$ cat config.mk
export PLATFORM = sky130hd
export DESIGN_NAME = pairing_cmd_sequencer
export DESIGN_NICKNAME = d
export VERILOG_FILES = /design/src/rtl/pairing_seq_pkg.sv /design/src/rtl/pairing_cmd_sequencer_loop_ctrl.sv /design/src/rtl/pairing_cmd_sequencer.sv
export SDC_FILE = /design/constraint.sdc
export NUM_CORES = 1
export LEC_CHECK = 0
export BUFFER_PORTS_ARGS = -buffer_cell sky130_fd_sc_hd__buf_2
export CAP_MARGIN = 25
export CORE_MARGIN = 3
export CORE_UTILIZATION = 57
export DETAILED_ROUTE_END_ITERATION = 8
export PLACE_DENSITY = 0.78
export SLEW_MARGIN = 20
export SYNTH_ARGS = -nofsm -noshare
export SYNTH_HDL_FRONTEND = slang
export SYNTH_SLANG_ARGS = --single-unit
$ cat constraint.sdc
create_clock -name clk -period 3.7 [get_ports clk]
set_input_delay 0.185 -clock clk [delete_from_list [all_inputs] [get_ports clk]]
set_output_delay 0.185 -clock clk [all_outputs]
set_load 0.01 [all_outputs]
$ cat src/rtl/pairing_seq_pkg.sv
// Shared codes, widths and constants for the pairing command sequencer.
package pairing_seq_pkg;

  localparam int unsigned MODE_W_DEF = 4;
  localparam int unsigned ADDR_W_DEF = 8;
  localparam int unsigned PC_W_DEF   = 10;
  localparam int unsigned IDX_W      = 6;
  localparam int unsigned WDOG_W     = 20;

  // BLS12-381 |x|; bit i is consulted at loop index i.
  localparam logic [63:0]       BLS_LOOP_PATTERN = 64'hd201000000010000;
  localparam logic [WDOG_W-1:0] WDOG_MAX_DEF     = 20'hFFFFF;

  typedef enum logic [1:0] {
    INSTR_EXEC       = 2'b00,
    INSTR_LOOP_BEGIN = 2'b01,
    INSTR_LOOP_END   = 2'b10,
    INSTR_HALT       = 2'b11
  } instr_type_e;

  typedef enum logic [1:0] {
    IM_IDLE             = 2'b00,
    IM_INPUT_COORD_CORE = 2'b01,
    IM_REF_RESULT       = 2'b10,
    IM_EXEC_CORE        = 2'b11
  } inputmode_e;

  typedef enum logic [2:0] {
    S_IDLE   = 3'd0,
    S_FETCH  = 3'd1,
    S_DECODE = 3'd2,
    S_ISSUE  = 3'd3,
    S_GAP    = 3'd4,
    S_HALTED = 3'd5
  } seq_state_e;

  // Command word is {mode, opr1, opr2, ret}.
  function automatic int unsigned cmd_width(input int unsigned mode_w, input int unsigned addr_w);
    return mode_w + 3 * addr_w;
  endfunction

  // ROM word is {type[1:0], cond, cmd}.
  function automatic int unsigned rom_cond_pos(input int unsigned cmd_w);
    return cmd_w;
  endfunction

  function automatic int unsigned rom_type_lsb(input int unsigned cmd_w);
    return cmd_w + 1;
  endfunction

endpackage

$ cat src/rtl/pairing_cmd_sequencer_loop_ctrl.sv
// Single-level loop state: return address, iteration index and condition lookup.
module seq_loop_ctrl
  import pairing_seq_pkg::*;
#(
  parameter int unsigned PC_W         = PC_W_DEF,
  parameter logic [63:0] LOOP_PATTERN = BLS_LOOP_PATTERN
) (
  input  logic             clk,
  input  logic             rst_n,
  input  logic             clear,
  input  logic             begin_stb,
  input  logic [PC_W-1:0]  begin_pc,
  input  logic [IDX_W-1:0] begin_n,
  input  logic             end_stb,
  input  logic             query,
  input  logic             cond,
  output logic             in_loop,
  output logic [PC_W-1:0]  loop_pc,
  output logic             idx_zero_c,
  output logic             skip_c
);

  logic [IDX_W-1:0] idx_q;

  assign idx_zero_c = (idx_q == '0);
  // Conditional instruction is dropped when the pattern bit at the current index is 0.
  assign skip_c     = query & cond & in_loop & ~LOOP_PATTERN[idx_q];

  // Loop registers: open on begin, count down on end, close after index 0.
  always_ff @(posedge clk or negedge rst_n) begin
    if (!rst_n) begin
      in_loop <= 1'b0;
      loop_pc <= '0;
      idx_q   <= '0;
    end else if (clear) begin
      in_loop <= 1'b0;
      loop_pc <= '0;
      idx_q   <= '0;
    end else if (begin_stb) begin
      in_loop <= 1'b1;
      loop_pc <= begin_pc;
      idx_q   <= begin_n - IDX_W'(1);
    end else if (end_stb) begin
      if (idx_q == '0) begin
        in_loop <= 1'b0;
      end else begin
        idx_q <= idx_q - IDX_W'(1);
      end
    end
  end

endmodule

$ cat src/rtl/pairing_cmd_sequencer.sv
// Fetches ROM instructions and drives the pairing core command/input mode.
module pairing_cmd_sequencer
  import pairing_seq_pkg::*;
#(
  parameter int unsigned       MODE_W       = MODE_W_DEF,
  parameter int unsigned       ADDR_W       = ADDR_W_DEF,
  parameter int unsigned       PC_W         = PC_W_DEF,
  parameter logic [63:0]       LOOP_PATTERN = BLS_LOOP_PATTERN,
  parameter logic [WDOG_W-1:0] WDOG_MAX     = WDOG_MAX_DEF,
  localparam int unsigned      CMD_W        = cmd_width(MODE_W, ADDR_W)
) (
  input  logic               clk,
  input  logic               rst_n,
  input  logic               start,
  input  logic [PC_W-1:0]    start_pc,
  output logic [PC_W-1:0]    rom_addr,
  input  logic [CMD_W+2:0]   rom_data,
  input  logic [1:0]         host_inputmode,
  output logic [1:0]         core_inputmode,
  output logic [CMD_W-1:0]   core_cmd,
  input  logic               core_finished,
  output logic               busy,
  output logic               done,
  output logic               err
);

  localparam int unsigned      COND_POS  = rom_cond_pos(CMD_W);
  localparam int unsigned      TYPE_LSB  = rom_type_lsb(CMD_W);
  localparam logic [WDOG_W-1:0] WDOG_LAST = WDOG_MAX - WDOG_W'(1);

  seq_state_e          state_q, state_d;
  logic [PC_W-1:0]     pc_q, pc_d, pc_inc;
  logic [PC_W-1:0]     rom_addr_d;
  logic [CMD_W-1:0]    cmd_d;
  logic [1:0]          im_d;
  logic                busy_d, done_d, err_d;
  logic [WDOG_W-1:0]   wdog_q, wdog_d;
  logic                scan_q, scan_d;

  instr_type_e         r_type;
  logic                r_cond;
  logic [CMD_W-1:0]    r_cmd;

  logic                lc_clear, lc_begin, lc_end, lc_query;
  logic                in_loop, idx_zero_c, skip_c;
  logic [PC_W-1:0]     loop_pc;

  assign r_type = instr_type_e'(rom_data[TYPE_LSB +: 2]);
  assign r_cond = rom_data[COND_POS];
  assign r_cmd  = rom_data[CMD_W-1:0];
  assign pc_inc = pc_q + PC_W'(1);

  seq_loop_ctrl #(
    .PC_W         (PC_W),
    .LOOP_PATTERN (LOOP_PATTERN)
  ) u_loop (
    .clk        (clk),
    .rst_n      (rst_n),
    .clear      (lc_clear),
    .begin_stb  (lc_begin),
    .begin_pc   (pc_inc),
    .begin_n    (r_cmd[IDX_W-1:0]),
    .end_stb    (lc_end),
    .query      (lc_query),
    .cond       (r_cond),
    .in_loop    (in_loop),
    .loop_pc    (loop_pc),
    .idx_zero_c (idx_zero_c),
    .skip_c     (skip_c)
  );

  // State and registered outputs.
  always_ff @(posedge clk or negedge rst_n) begin
    if (!rst_n) begin
      state_q        <= S_IDLE;
      pc_q           <= '0;
      wdog_q         <= '0;
      scan_q         <= 1'b0;
      rom_addr       <= '0;
      core_cmd       <= '0;
      core_inputmode <= IM_IDLE;
      busy           <= 1'b0;
      done           <= 1'b0;
      err            <= 1'b0;
    end else begin
      state_q        <= state_d;
      pc_q           <= pc_d;
      wdog_q         <= wdog_d;
      scan_q         <= scan_d;
      rom_addr       <= rom_addr_d;
      core_cmd       <= cmd_d;
      core_inputmode <= im_d;
      busy           <= busy_d;
      done           <= done_d;
      err            <= err_d;
    end
  end

  // Next state, loop strobes and next output values.
  always_comb begin
    state_d  = state_q;
    pc_d     = pc_q;
    wdog_d   = wdog_q;
    scan_d   = scan_q;
    err_d    = err;
    cmd_d    = core_cmd;
    lc_clear = 1'b0;
    lc_begin = 1'b0;
    lc_end   = 1'b0;
    lc_query = 1'b0;

    case (state_q)
      S_IDLE: begin
        if (start) begin
          pc_d     = start_pc;
          err_d    = 1'b0;
          scan_d   = 1'b0;
          lc_clear = 1'b1;
          state_d  = S_FETCH;
        end
      end
      S_FETCH: state_d = S_DECODE;
      S_DECODE: begin
        case (r_type)
          INSTR_EXEC: begin
            lc_query = 1'b1;
            if (scan_q || skip_c) begin
              pc_d    = pc_inc;
              state_d = S_FETCH;
            end else begin
              cmd_d   = r_cmd;
              wdog_d  = '0;
              state_d = S_ISSUE;
            end
          end
          INSTR_LOOP_BEGIN: begin
            if (in_loop || scan_q) begin
              err_d   = 1'b1;
              state_d = S_HALTED;
            end else begin
              if (r_cmd[IDX_W-1:0] == '0) scan_d = 1'b1;
              else                        lc_begin = 1'b1;
              pc_d    = pc_inc;
              state_d = S_FETCH;
            end
          end
          INSTR_LOOP_END: begin
            if (scan_q) begin
              scan_d  = 1'b0;
              pc_d    = pc_inc;
              state_d = S_FETCH;
            end else if (!in_loop) begin
              err_d   = 1'b1;
              state_d = S_HALTED;
            end else begin
              lc_end  = 1'b1;
              pc_d    = idx_zero_c ? pc_inc : loop_pc;
              state_d = S_FETCH;
            end
          end
          INSTR_HALT: state_d = S_HALTED;
        endcase
      end
      S_ISSUE: begin
        if (core_finished) begin
          state_d = S_GAP;
        end else if (wdog_q == WDOG_LAST) begin
          err_d   = 1'b1;
          state_d = S_HALTED;
        end else begin
          wdog_d = wdog_q + WDOG_W'(1);
        end
      end
      S_GAP: begin
        pc_d    = pc_inc;
        state_d = S_FETCH;
      end
      S_HALTED: state_d = S_IDLE;
      default:  state_d = S_IDLE;
    endcase

    rom_addr_d = (state_d == S_FETCH) ? pc_d : rom_addr;
    if (state_d != S_ISSUE) cmd_d = '0;
    case (state_d)
      S_IDLE:  im_d = host_inputmode;
      S_ISSUE: im_d = IM_EXEC_CORE;
      default: im_d = IM_IDLE;
    endcase
    busy_d = (state_d == S_FETCH) || (state_d == S_DECODE) ||
             (state_d == S_ISSUE) || (state_d == S_GAP);
    done_d = (state_d == S_HALTED);
  end

endmodule

## Word-level counts from Yosys, hierarchy flattened

Memories as Yosys holds them, arrays and structs flattened.
Cells that the tools add are included.

| word-level totals | value |
|---|---|
| bits in read-only memories | 64 |
| register bits | 94 |
| memories kept | 1 |
| word-level logic and storage cells | 137 |
| input bits | 47 |
| output and inout bits | 43 |

| operators by class | value |
|---|---|
| bitwise operators | 4 |
| reduce and logical (&&, ||, !) cells | 24 |
| equality and inequality tests | 28 |
| magnitude comparators | 1 |
| multiplexer cells | 62 |
| add/sub/neg operators | 4 |

Memories:

| memory | depth | bits a word | read ports | clocked after Yosys merged registers in | wr ports | line | RTL |
|---|---|---|---|---|---|---|---|
| (no name shown) | 64 | 1 | 1 | 0 | 0 | pairing_cmd_sequencer_loop_ctrl.sv:27 | `assign skip_c = query & cond & in_loop & ~LOOP_PATTERN[idx_q];` |

Operators by type and width:

| kind | number |
|---|---|
| two-way mux 28 bit | 4 |
| two-way mux 10 bit | 8 |
| two-way mux 20 bit | 4 |
| case mux 10 bit (3 select lines) | 2 |
| case mux 20 bit (2 select lines) | 1 |
| two-way mux 1 bit | 25 |
| two-way mux 6 bit | 4 |
| adder 20 x 1 -> 20 bit (second input constant) | 1 |
| == test 20 bit (second input constant) | 1 |
| two-way mux 3 bit | 6 |
| != test 3 bit (second input constant) | 6 |
| case mux 3 bit (5 select lines) | 1 |
| == test 3 x 2 -> 1 bit (second input constant) | 4 |
| logical NOT 6 bit | 2 |
| case mux 3 bit (4 select lines) | 1 |
| subtractor 6 x 1 -> 6 bit (second input constant) | 2 |
| adder 10 x 1 -> 10 bit (second input constant) | 1 |
| != test 2 bit (second input constant) | 5 |
| AND reduction 5 bit | 2 |
| nonzero test 2 bit | 5 |
| == test 3 bit (second input constant) | 3 |
| nonzero test 3 bit | 3 |
| AND reduction 8 bit | 1 |
| < comparator 6 x 7 -> 1 bit (second input constant) | 1 |
| 16 further kinds | 30 |

## Depth between registers and ports, before layout

| depth | value |
|---|---|
| depth after elaboration | 14 |
| gate-level depth with buffers | 12 |

## Cells and area by module

A second synthesis with hierarchy kept.

| second synthesis, totals | value |
|---|---|
| cells, all modules | 573 |
| area, all modules | 5491.5 um^2 |

Modules (own cells, without submodules):

| module | cells each | area each (um^2) | instances |
|---|---|---|---|
| pairing_cmd_sequencer | 476 | 4501.8 | 1 |
| seq_loop_ctrl | 97 | 989.7 | 1 |

## Least setup slack after synthesis

Ideal clock, no wire load.

| timing path | value |
|---|---|
| path kind | reg2reg |
| start point | reg u_loop.in_loop |
| end point | reg u_loop.idx_q[2] |
| data required time | 3.624 ns |
| clock period less this slack | 2.782 ns |
| arrival | 2.706 ns |
| library setup time | 0.076 ns |
| stages on the path, launching flop included | 12 |
| setup slack | 0.918 ns |
| cell sequence | dfrtp_1 -> or4b_1 -> buf_2 -> a211oi_4 -> buf_2 -> mux2i_1 -> ha_1 -> inv_1 -> or3_1 -> o21ai_0 -> a2bb2oi_1 -> o21ai_1 |

| on the way | value |
|---|---|
| cells in the longest elaborated chain, start to end | 6 |
| elaborated cells between the ends (all ways) | 13 |
| classes of those cells | 1 x eq/ne; 9 x mux; 3 x reduce/logical |

Ends and longest elaborated chain:

| element | line | RTL |
|---|---|---|
| start: declaration | pairing_cmd_sequencer_loop_ctrl.sv:17 | `output logic in_loop,` |
| start signal: assignment | pairing_cmd_sequencer_loop_ctrl.sv:32 | `in_loop <= 1'b0;` |
| start signal: assignment | pairing_cmd_sequencer_loop_ctrl.sv:36 | `in_loop <= 1'b0;` |
| start signal: assignment | pairing_cmd_sequencer_loop_ctrl.sv:40 | `in_loop <= 1'b1;` |
| logical OR 1 bit / two-way mux 1 bit (equally long branches) | pairing_cmd_sequencer.sv:137, pairing_cmd_sequencer.sv:152 |  |
| two-way mux 1 bit (on tied branches) | pairing_cmd_sequencer.sv:137, pairing_cmd_sequencer.sv:148 |  |
| two-way mux 1 bit | pairing_cmd_sequencer.sv:124 | `case (r_type)` |
| two-way mux 1 bit | pairing_cmd_sequencer.sv:112 | `case (state_q)` |
| != test 3 bit (no source line), or another cell as far along | - |  |
| AND reduction 2 bit (no source line) / two-way mux 6 bit (equally long branches) | - |  |
| end signal: assignment | pairing_cmd_sequencer_loop_ctrl.sv:42 | `idx_q <= begin_n - IDX_W'(1);` |
| end signal: assignment | pairing_cmd_sequencer_loop_ctrl.sv:47 | `idx_q <= idx_q - IDX_W'(1);` |
| end: declaration | pairing_cmd_sequencer_loop_ctrl.sv:23 | `logic [IDX_W-1:0] idx_q;` |

Several ways; a longest one is shown, not always the timed one.
A chain may end at the register's enable or synchronous reset.

## Worst setup path in the final report

| timing path | value |
|---|---|
| start point | reg state_q[2] |
| end point | reg rom_addr[0] |

| on the way | value |
|---|---|
| elaborated cells between the ends (all ways) | 20 |
| classes of those cells | 5 x eq/ne; 10 x mux; 3 x bitwise; 2 x reduce/logical |

RTL lines:

| element | line | RTL |
|---|---|---|
| start: declaration | pairing_cmd_sequencer.sv:31 | `seq_state_e state_q, state_d;` |
| start signal: assignment | pairing_cmd_sequencer.sv:86 | `state_q <= state_d;` |
| == test 3 x 2 -> 1 bit | pairing_cmd_sequencer.sv:112 |  |
| two-way mux 1 bit | pairing_cmd_sequencer.sv:112 |  |
| bitwise AND 1 bit (3 in series) | pairing_cmd_sequencer_loop_ctrl.sv:27 |  |
| logical OR 1 bit | pairing_cmd_sequencer.sv:127 | `if (scan_q \|\| skip_c) begin` |
| two-way mux 10 bit | pairing_cmd_sequencer.sv:127 |  |
| case mux 10 bit (3 select lines) | pairing_cmd_sequencer.sv:124 |  |
| case mux 10 bit (3 select lines) (*) | pairing_cmd_sequencer.sv:112 |  |
| net pc_d[0] | pairing_cmd_sequencer.sv:32 | `logic [PC_W-1:0] pc_q, pc_d, pc_inc;` |
| end signal: assignment | pairing_cmd_sequencer.sv:90 | `rom_addr <= rom_addr_d;` |
| end: declaration | pairing_cmd_sequencer.sv:16 | `output logic [PC_W-1:0] rom_addr,` |

The timed path passes the listed nets; every way through them passes the cells marked *.

==> implementation parameters <==
Parameter                              Value

Status
  Result of the run    finished, final reports clean

Clocking
  TritonCTS sink count    94
  Later-pin clock latency in the skew report    0.38 ns
  Clock tree from TritonCTS    built
  H-tree Lvls    3
  Post-CTS Setup Bufs    0
  Number of instances resized during post-cts repair    0
  Maximum clock path buffer count    2
  Clock input transition at the sequential cells of the worst setup and hold paths    0.11 ns
  Clk Tree Root Cell    clkbuf_8
  Total CTS buffers    9

Logic synthesis
  Mean post-synth cell area    8.946 µm²
  Synth Warn #    0
  Cells taking the most area after synthesis    dfrtp_1, a22o_1, nor2_1
  Share of synthesized flip-flops with an asynchronous set or reset    1.000
  Post-synthesis cell area    5654 µm²
  Net count after synthesis    683
  Flip-flop cell with the highest count after synthesis    dfrtp_1
  EDFF count, synth    0
  Number of cells produced by synthesis    632
  Count of different cell masters after synthesis    80
  Cell type with the highest aggregate area in the netlist    dfrtp_1
  Flop and latch count out of synthesis    94
  Top cell type's share of synthesized area    0.4160
  Seq/Total Area, Yosys    0.4160

Setup path
  Worst Path Arrival    3.30 ns
  Endpoint of the most critical setup path    rom_addr[0]
  Peak fanout along the critical path    17
  Setup Crit Path Kind    reg2reg
  Required time of the critical path    3.96 ns
  Startpoint of the lowest-slack register-to-register path    state_q[2]
  Logic depth of the worst register-to-register path    7
  Destination of the worst register-to-register timing path    rom_addr[0]
  Startpoint of the worst setup timing path    state_q[2]
  Kind of launch point of the worst setup path    flop
  Worst setup slack for register-to-register paths    0.66 ns
  Endpoint type of the worst setup path    flop

Final layout
  Layout Cells excl Fill    835
  NumNets Final    752
  Post-layout util    0.6788
  # fillers    820
  Diodes inserted    0
  Area Overhead vs Synth    13.56%
  Layout cells sized above 1    0.1955

Floorplanning
  Standard cell core area    9459 µm²
  Die area    11150 µm²
  Initial core utilization    0.5978
  Row count    35
  Die X    105.6 µm
  Top-level port count    90
  Vert. Die Dim    105.6 µm

Power
  Power density over the cells    668.2 nW/µm²
  Pleak    2.831 nW
  Maximum vdd drop    0.0003609 V

Detailed routing
  First-iteration detailed-routing DRC count    523
  Average routed wire per standard cell    20.77 µm
  Routed via count divided by cell count    6.563
  Drt pass-1 iters    6
  DRC violations left    0
  Vias after detailed routing    5480
  Total Wirelength    17340 µm
  Remaining number of nets flagged by the antenna check after routing    0

Global route
  Total gr overflow    0
  Initial antenna violation count    0
  Wire length of the first global-routing pass    28460 µm
  GRT Util Overall    0.3215
  Via count of the first global-routing pass    5395
  Pin count of the biggest net entering global routing    79

Place
  Estimated wirelength of the detail-placed design    12710 µm
  PortBufs    89
  Placer's final routability congestion estimate    0.9831
  Number of instances in the placed design    816

Min path
  HP Class    in2reg
  Hold Path Stages    2

Timing
  Final period demand of the worst path    3.040 ns
  Hold violation count in the final report    0
  Final setup fails    0
  Max-slew headroom at the worst pin    0.4186
  Max Freq    328.9 MHz
  Post-route clock period utilization    0.8217
  Setup repair after global routing missed its margin    false
  Count of pins over their slew limit    0
  Setup Total Neg Slack    0 ns
  Slew of the pin with the lowest slew margin    0.8721 ns
  Clock skew    0.01354 ns
  Hold Slack    0.01593 ns

Job
  Maximum capacitance violations    0
## flip-flops by register name, indices dropped and copies added (netlist names)
signal          count
wdog_q             20
core_inputmode      2
state_q             3
rom_addr           10
core_cmd           28
u_loop.loop_pc     10
u_loop.in_loop      1
busy                1
pc_q               10
u_loop.idx_q        6
scan_q              1
done                1
err                 1
## metrics by stage
stage	instance area, µm²	total power, mW	setup slack (ns)
final	6421	4.290	0.6597
after CTS	6401	4.255	0.7009
after floorplan	5654	2.925	0.9177
after global placement	6185	3.502	0.7741
after global routing	6421	4.563	0.5362
after detailed placement	6185	3.565	0.7478
## cell type report
cell class / instances / area, µm² / area share
multi-input combinational: 476 / 3069 / 0.4780
sequential: 94 / 2352 / 0.3663
timing repair buffer: 105 / 585.6 / 0.09119
tap: 129 / 161.4 / 0.02514
clock buffer: 9 / 123.9 / 0.01929
clock inverter: 7 / 72.57 / 0.01130
inverter: 15 / 56.30 / 0.008769
## worst min path at each step
stage	endpoint	slack (ns)	start
2_1_floorplan	busy	-0.11	rst_n
3_3_place_gp	u_loop.loop_pc[5]	0.38	rst_n
3_5_place_dp	u_loop.loop_pc[5]	0.40	rst_n
4_1_cts	core_inputmode[0]	0.0004	host_inputmode[0]
5_1_grt	core_inputmode[0]	0.02	host_inputmode[0]
6_report	core_inputmode[0]	0.02	host_inputmode[0]
## layer usage
metal,part of all wire,GRT usage,vias up
met5,0,0,-
met1,0.42,0.4367,2658
li1,-,-,2482
met3,0.080,0.06246,51
met2,0.47,0.5155,289
met4,0.027,0.1138,0
## placed cells by master, fill, tap and decap left out, types with 9 or more instances in the layout
cell,count
xnor2_1,18
nand3_1,31
mux2_1,9
a21oi_1,34
nor3_1,20
nand4_1,9
nand2_1,50
o21ai_1,9
nor2_1,60
clkbuf_8,9
o211ai_1,9
mux2i_1,12
inv_1,15
dfrtp_1,94
a31oi_1,12
o21ai_0,41
buf_2,88
a22o_1,30
or3_1,9
buf_4,14
## critical path, cell delays in order (launching register included)
cell     delay [ns]
dfrtp_1        0.57
or3b_1         0.66
a211o_1        0.35
nor2_2         0.22
nor4b_1        0.09
o41ai_1        0.54
a21oi_1        0.16
mux2_1         0.31
## cells in the mapped netlist, drive strengths merged, types with 3 or more instances
| cell | count |
|---|---|
| dfrtp | 94 |
| nor2 | 62 |
| nand2 | 50 |
| o21ai | 50 |
| a21oi | 35 |
| clkbuf | 33 |
| nand3 | 31 |
| a22o | 30 |
| nor3 | 20 |
| xnor2 | 18 |
| inv | 15 |
| buf | 14 |
| a31oi | 12 |
| mux2 | 12 |
| mux2i | 12 |
| o211ai | 10 |
| nand4 | 9 |
| or3 | 9 |
| a211o | 7 |
| nand2b | 7 |
| xor2 | 7 |
| a211oi | 6 |
| and3 | 6 |
| nor3b | 5 |
| nor4 | 5 |
| a221oi | 4 |
| ha | 4 |
| o31a | 4 |
| o31ai | 4 |
| a2111oi | 3 |
| a21boi | 3 |
| and2 | 3 |
| and4 | 3 |
| nor4b | 3 |
| o2111ai | 3 |
| o21a | 3 |
| o311ai | 3 |
| or2 | 3 |
## timing repair
action	4_1_cts	5_1_grt
endpoints found under the setup margin	0	0
hold endpoints to repair	45	0
hold buffers	2	0
## logic make-up after synthesis
family                     Yosys count  synth area share
DFF                                 94            0.4160
muxes                               24           0.04581
adders and majority gates            4          0.008852
buffers and inverters               62           0.04470
and+or+nand+nor                    224            0.1981
xor gates and xnor gates            25           0.03873
AOI/OAI and AO/OA                  199            0.2478
## where the power goes
group | switching (mW) | internal, mW
Clock | 0.415 | 0.266
Combinational | 1.19 | 0.764
Sequential | 0.373 | 1.29
Total | 1.97 | 2.32
Note: power is estimated with default switching activity, not from simulation.
